File: config.mk
export PLATFORM = sky130hd
export DESIGN_NAME = demux2way16_stream
export DESIGN_NICKNAME = d
export VERILOG_FILES = /design/src/rtl/demux2way16_stream.sv
export SDC_FILE = /design/constraint.sdc
export NUM_CORES = 1
export LEC_CHECK = 0
export ABC_AREA = 1
export BUFFER_PORTS_ARGS = -buffer_cell sky130_fd_sc_hd__buf_2
export CORE_MARGIN = 10
export CORE_UTILIZATION = 52
export CTS_BUF_LIST = sky130_fd_sc_hd__clkbuf_4 sky130_fd_sc_hd__clkbuf_8
export DETAILED_ROUTE_END_ITERATION = 10
export GPL_TIMING_DRIVEN = 0
export MAX_ROUTING_LAYER = met4
export PLACE_DENSITY_LB_ADDON = 0.12
export SYNTH_ARGS = -nofsm -noshare
export SYNTH_HDL_FRONTEND = slang
export SYNTH_SLANG_ARGS = --single-unit
File: constraint.sdc
create_clock -name clk -period 2.1 [get_ports clk]
set_input_delay 0.525 -clock clk [delete_from_list [all_inputs] [get_ports clk]]
set_output_delay 0.525 -clock clk [all_outputs]
set_load 0.02 [all_outputs]
File: src/rtl/demux2way16_stream.sv
// demux2way16_stream: routes each accepted input word into one of two small
// output FIFOs (a when sel=0, b when sel=1) and counts accepts per port.
module demux2way16_stream #(
    parameter int unsigned WIDTH = 16,
    parameter int unsigned DEPTH = 2
) (
    input  logic             clk,
    input  logic             reset_n,
    input  logic [WIDTH-1:0] data_in,
    input  logic             sel,
    input  logic             in_valid,
    output logic             in_ready,
    input  logic             flush,
    output logic [WIDTH-1:0] a_data,
    output logic             a_valid,
    input  logic             a_ready,
    output logic [WIDTH-1:0] b_data,
    output logic             b_valid,
    input  logic             b_ready,
    output logic [15:0]      cnt_a,
    output logic [15:0]      cnt_b
);

    localparam int unsigned AW = $clog2(DEPTH);
    localparam int unsigned PW = AW + 1;
    localparam logic [PW-1:0] PTR_ONE = PW'(1);

    // Pointers carry one extra wrap bit to tell full from empty.
    logic [PW-1:0]    r_wptr_a, r_rptr_a, r_wptr_b, r_rptr_b;
    logic [WIDTH-1:0] r_mem_a [DEPTH];
    logic [WIDTH-1:0] r_mem_b [DEPTH];
    logic [15:0]      r_cnt_a, r_cnt_b;

    logic w_full_a, w_full_b, w_empty_a, w_empty_b;
    logic w_in_ready, w_push_a, w_push_b, w_pop_a, w_pop_b;

    // Occupancy flags, handshake qualification and output presentation.
    always_comb begin
        w_empty_a  = (r_wptr_a == r_rptr_a);
        w_empty_b  = (r_wptr_b == r_rptr_b);
        w_full_a   = (r_wptr_a[AW] != r_rptr_a[AW]) &&
                     (r_wptr_a[AW-1:0] == r_rptr_a[AW-1:0]);
        w_full_b   = (r_wptr_b[AW] != r_rptr_b[AW]) &&
                     (r_wptr_b[AW-1:0] == r_rptr_b[AW-1:0]);
        // Readiness looks only at the selected FIFO; sink ready never passes through.
        w_in_ready = !flush && (sel ? !w_full_b : !w_full_a);
        w_push_a   = in_valid && w_in_ready && !sel;
        w_push_b   = in_valid && w_in_ready && sel;
        w_pop_a    = !w_empty_a && a_ready && !flush;
        w_pop_b    = !w_empty_b && b_ready && !flush;

        in_ready   = w_in_ready;
        a_valid    = !w_empty_a;
        b_valid    = !w_empty_b;
        a_data     = r_mem_a[r_rptr_a[AW-1:0]];
        b_data     = r_mem_b[r_rptr_b[AW-1:0]];
        cnt_a      = r_cnt_a;
        cnt_b      = r_cnt_b;
    end

    // Storage writes; contents need no reset since pointers define validity.
    always_ff @(posedge clk) begin
        if (w_push_a) begin
            r_mem_a[r_wptr_a[AW-1:0]] <= data_in;
        end
        if (w_push_b) begin
            r_mem_b[r_wptr_b[AW-1:0]] <= data_in;
        end
    end

    // Pointer updates; flush empties both FIFOs and overrides any pop.
    always_ff @(posedge clk or negedge reset_n) begin
        if (!reset_n) begin
            r_wptr_a <= '0;
            r_rptr_a <= '0;
            r_wptr_b <= '0;
            r_rptr_b <= '0;
        end else if (flush) begin
            r_wptr_a <= '0;
            r_rptr_a <= '0;
            r_wptr_b <= '0;
            r_rptr_b <= '0;
        end else begin
            if (w_push_a) r_wptr_a <= r_wptr_a + PTR_ONE;
            if (w_pop_a)  r_rptr_a <= r_rptr_a + PTR_ONE;
            if (w_push_b) r_wptr_b <= r_wptr_b + PTR_ONE;
            if (w_pop_b)  r_rptr_b <= r_rptr_b + PTR_ONE;
        end
    end

    // Accept counters; untouched by flush, wrap naturally at 16 bits.
    always_ff @(posedge clk or negedge reset_n) begin
        if (!reset_n) begin
            r_cnt_a <= '0;
            r_cnt_b <= '0;
        end else begin
            if (w_push_a) r_cnt_a <= r_cnt_a + 16'd1;
            if (w_push_b) r_cnt_b <= r_cnt_b + 16'd1;
        end
    end

endmodule

After elaboration in Yosys (flattened, before gate mapping)
Memory sizes are Yosys's and may differ from the RTL's.
Cells that the tools add are included.
W data, S select, Z words.
{"block": "word_totals", "regBits": 40, "mem_bits_rw": 64, "input_bits": 23, "output_inout_bits": 67, "n_memories": 2}
{"memory": "r_mem_a", "depth": 2, "word_bits": 16, "read_ports": 1, "rd_clocked_by_memory_dff": 0, "write_ports": 1, "line": "30", "source": "logic [WIDTH-1:0] r_mem_a [DEPTH];"}
{"memory": "r_mem_b", "depth": 2, "word_bits": 16, "read_ports": 1, "rd_clocked_by_memory_dff": 0, "write_ports": 1, "line": "31", "source": "logic [WIDTH-1:0] r_mem_b [DEPTH];"}
{"block": "op_classes", "n_addsub": 6, "n_eq_ne": 6, "muxes": 13, "n_reduce_logical": 20}
{"op": "$add A16 B1 Y16 const B", "count": 2}
{"op": "$mux W2", "count": 8}
{"op": "$logic_and A1 B1 Y1", "count": 10}
{"op": "$add A2 B1 Y2 const B", "count": 4}
{"op": "$reduce_bool A2 Y1", "count": 4}
{"op": "$logic_not A1 Y1", "count": 6}
{"op": "$mux W1", "count": 5}
{"op": "$eq A2 B2 Y1", "count": 2}
{"op": "$eq A1 B1 Y1", "count": 2}
{"op": "$ne A1 B1 Y1", "count": 2}

Logic depth before layout (Yosys ltp)
{"block": "depth", "depth_word": 9, "depth_mapped": 10, "depth_no_buf": 9}

Least setup slack after synthesis
No wires, ideal clock.
{"block": "synth_timing", "path_kind": "input port to flip-flop", "startpoint": "in sel", "endpoint": "mem r_mem_b[1][0], enable pin", "setup_ps": 388, "arrival_ps": 1945, "required_time_ps": 1712, "path_slack_ps": -234, "path_stages": 6, "path_buffers": 2, "path_cell_list": "buf_2 > inv_1 > nand3_2 > nand4_2 > buf_4 > nor2_1"}
{"block": "synth_between", "elab_chain_len": 6}
{"element": "start, declared", "line": "10", "source": "input logic sel,"}
{"element": "$mux W1", "line": "46", "source": "w_in_ready = !flush && (sel ? !w_full_b : !w_full_a);"}
{"element": "$logic_and A1 B1 Y1", "line": "46"}
{"element": "$logic_and A1 B1 Y1", "line": "48", "source": "w_push_b = in_valid && w_in_ready && sel;"}
{"element": "$logic_and A1 B1 Y1 *", "line": "48"}
{"element": "$mux W1 *", "line": "66", "source": "if (w_push_b) begin"}
{"element": "$mux W1 (implied by the code) *", "line": "67", "source": "r_mem_b[r_wptr_b[AW-1:0]] <= data_in;"}
{"element": "end, declared", "line": "31"}
Every way passes the cells marked *; elsewhere a longest branch is shown, timed or not.

Worst setup path after layout
{"block": "layout_timing", "startpoint": "reg r_rptr_a[0]", "endpoint": "out in_ready"}
{"block": "layout_between", "elab_chain_len": 5}
{"element": "start, declared", "line": "29", "source": "logic [PW-1:0] r_wptr_a, r_rptr_a, r_wptr_b, r_rptr_b;"}
{"element": "start signal, assigned", "line": "85", "source": "if (w_pop_a) r_rptr_a <= r_rptr_a + PTR_ONE;"}
{"element": "$eq A1 B1 Y1", "line": "42", "source": "(r_wptr_a[AW-1:0] == r_rptr_a[AW-1:0]);"}
{"element": "$logic_and A1 B1 Y1", "line": "41", "source": "w_full_a = (r_wptr_a[AW] != r_rptr_a[AW]) &&"}
{"element": "$logic_not A1 Y1", "line": "46"}
{"element": "$mux W1", "line": "46"}
{"element": "$logic_and A1 B1 Y1", "line": "46"}
{"element": "end, declared", "line": "12", "source": "output logic in_ready,"}
Every way passes these cells.

==> key figures <==
Global route
  – Largest net degree at the start of global routing: 41
  – First-pass GRT wire length: 17.3 mm
  – Grt ovf: 0
  – Antenna violations before repair: 0
  – Number of global-route vias before repair: 3566
  – GRT Total Usage: 16.7%

Placed design
  – I/O Buffers: 88
  – Area after DPL: 5360 um^2
  – DP Wirelength: 7.40 mm
  – DP Cell Count: 680
  – RD Place Congestion: 0.859
  – DP Worst Slack: -505 ps

Logic synthesis
  – Top_reg_cell synth: edfxtp_1
  – Yosys warns: 0
  – Yosys reg bits: 104
  – Synth Area in Simple Gates: 25.0%
  – Share of the synthesized area in the top cell type: 40.2%
  – Syn_nets: 509
  – Multiplexer area fraction after synthesis: 0%
  – Syn_area_per_cell: 9.87 um^2
  – Largest family of logic cells by synthesized area: simple AND/OR/NAND/NOR gates
  – Largest cells by area after synthesis: edfxtp_1, dfrtp_1, nand2_1, nand3_1, xor2_1
  – Async SR Flop Fraction: 38.5%
  – Synth area leader: edfxtp_1
  – Commonest cells post-synth: nand2_1, edfxtp_1, dfrtp_1
  – Count leader, synth: nand2_1
  – Sequential area share after synthesis: 61.2%
  – Synth Area in Compound Gates: 2.99%
  – XOR/XNOR Fraction of Synth Area: 5.29%
  – Adder-cell share of the synthesized area: 0.524%
  – EDFF count, synth: 64
  – Yosys cell types: 29
  – Post-synthesis cell area: 4780 um^2
  – Syn Inst Count: 484

Power and ir drop
  – Share of power burned in registers: 50.9%
  – Combinational share of power: 25.0%
  – P_sw: 0.00170 W
  – Clock share of power: 24.1%
  – Power density cells: 862 nW/um^2
  – Leak Pwr: 2.57 nW
  – Total power: 0.00495 W
  – Switching Fraction: 34.4%
  – Maximum vdd drop: 0.528 mV
  – P_int: 0.00325 W

Clock network
  – Post-CTS Hold Fix Bufs: 0
  – TritonCTS clock tree: built
  – H-tree depth: 3
  – CTS root buffer: clkbuf_8
  – Clk sink count: 104
  – Clk buf depth: 2
  – Skew-Pair Late Insertion Delay: 370 ps
  – Reg clk slew, reported paths: 110 ps
  – CTS buffer count: 9

Cells and area
  – Footprint of the multi-input gates: 1670 um^2
  – Nets@finish: 617
  – Area Growth Syn to Fin: 20.3%
  – Final instance area: 5740 um^2
  – Post-route insts no fill: 706
  – FILL cells: 770
  – Final Util: 64.9%
  – Reg area: 2920 um^2
  – Layout cells sized above 1: 27.5%

Timing
  – Slew @ Worst Pin: 934 ps
  – Achievable frequency: 489 MHz
  – Setup ws final: 54.5 ps
  – Layout Skew: 15.1 ps
  – Slew margin rel.: 37.7%
  – Final hold violation count: 0
  – Crit share post-route: 97.4%
  – Setup-failing EPs final: 0
  – Crit path time final: 2050 ps
  – Fin. max-slew vios: 0

Route
  – WL final: 10.6 mm
  – Routed length per instance: 15.0 um
  – Detailed-route DRC error count: 0
  – Routed Antenna Nets: 0
  – DR vias: 3500
  – 1st-iter DRT viols: 189
  – TritonRoute pass-1 iters: 4
  – Vias per cell: 4.96

Die
  – Die area: 13400 um^2
  – Core area: 8850 um^2
  – Overall die height: 116 um
  – Die Width: 116 um
  – Initial Utilization: 54.0%
  – IO Pins: 90
  – Num rows: 34

Worst setup path
  – Critical-path cell list: buf_8, xnor2_4, nand3_4, nand2_2, inv_2, buf_6
  – Worst Setup SP: r_rptr_a[0]$_DFFE_PN0P_
  – Worst EP arrival: 1520 ps
  – Critical path class: flop to output port
  – R2R cell count: 11
  – CP Max Fanout: 7
  – Crit Reg-Reg Startpoint: r_rptr_b[0]$_DFFE_PN0P_
  – Flop2flop setup slack: 120 ps
  – Crit end category: output port
  – Slowest-stage cell, CP: dfrtp_1
  – R2r endpoint: r_mem_b[0][14]$_DFFE_PP_
  – CP peak stage delay: 410 ps
  – Worst setup SP type: flop
  – CP Data Required Time: 1570 ps

Status
  – Status: finished clean

Job
  – Max Cap Viol: 0

Hold path
  – Min-Delay Path Class: primary input to async pin
[placed cells by master, fill, tap and decap left out, types with 3 or more instances in the layout]
cell / count
o21ai_2: 8
dfrtp_1: 40
edfxtp_1: 64
xor2_1: 16
buf_4: 10
clkinvlp_4: 3
nand2_1: 186
buf_6: 6
nand2_2: 11
xnor2_1: 10
clkbuf_8: 9
buf_2: 90
inv_2: 3
buf_12: 4
nor2_4: 6
nand3_1: 36
a21oi_1: 3
nor2_1: 26
o21ai_1: 7
nand4_1: 4
inv_1: 27
nor3_1: 8
o21ai_0: 3
[power by group through the flow]
stage / combinational [W] / clock (W) / sequential (W)
final: 0.00124 / 0.00119 / 0.00252
after global routing: 0.00137 / 0.00130 / 0.00255
after CTS: 0.00122 / 0.00121 / 0.00252
after detailed placement: 0.00121 / 0 / 0.00256
after global placement: 0.00118 / 0 / 0.00256
after floorplan: 0.000642 / 0 / 0.00269
[final cells by class]
cell class / instances / area share (%)
Multi-Input combinational cell: 332 / 29.0
Tap cell: 108 / 2.35
Clock inverter: 6 / 0.959
Inverter: 33 / 2.31
Timing Repair Buffer: 98 / 9.96
Sequential cell: 104 / 50.9
Buffer: 14 / 2.16
Antenna cell: 1 / 0.0436
Clock buffer: 10 / 2.29
[per-layer routing]
metal  track usage (%)  vias up  wire length, um
met5                 -        -                0
met4              4.50        0               93
met3              4.13        9              565
met2              26.9       72             5060
met1              20.6     1636             4880
li1                  -     1783                -
[registers in the layout (all words and copies together), names as in the netlist]
register	cells
r_wptr_a	2
r_mem_a	32
cnt_a	16
r_mem_b	32
r_wptr_b	2
r_rptr_a	2
cnt_b	16
r_rptr_b	2
[cell families (layout without fill, tap and decap cells)]
group / Yosys count / after routing
compound gates: 22 / 22
xor+xnor: 28 / 28
fa+ha+maj: 2 / 2
buf+inv: 48 / 161
flops: 104 / 104
other cells: 0 / 1
simple gates: 280 / 280
[metrics by stage]
step	hold WS [ps]	setup TNS [ps]
finish	291	0
global route	332	-286
CTS	320	-0.308
detailed placement	517	-26570
global placement	509	-39000
floorplan	229	-7450
[worst max path at each step]
| stage | to | slack, ps | cells after the start |
|---|---|---|---|
| after floorplan | r_mem_a[1][0]$_DFFE_PP_ | -230 | 6 |
| after global placement | r_mem_a[0][5]$_DFFE_PP_ | -910 | 6 |
| after detailed placement | r_mem_a[0][11]$_DFFE_PP_ | -510 | 6 |
| after CTS | in_ready | -0.3 | 6 |
| after global routing | r_mem_b[0][6]$_DFFE_PP_ | -30 | 11 |
| final | in_ready | 50 | 6 |
[worst max-delay path, delay by kind of cell, from the launching register on]
family | cells | cell delay [ps]
simple gates | 2 | 240
xor+xnor | 1 | 200
flops | 1 | 410
buf+inv | 3 | 310
[what timing repair did]
item,CTS,global route
resized for setup,12,16
gates cloned,0,0
pin swaps,2,6
endpoints found under the setup margin,85,85
buffers inserted,1,9
No activity file was read; power rests on OpenSTA's default activity.
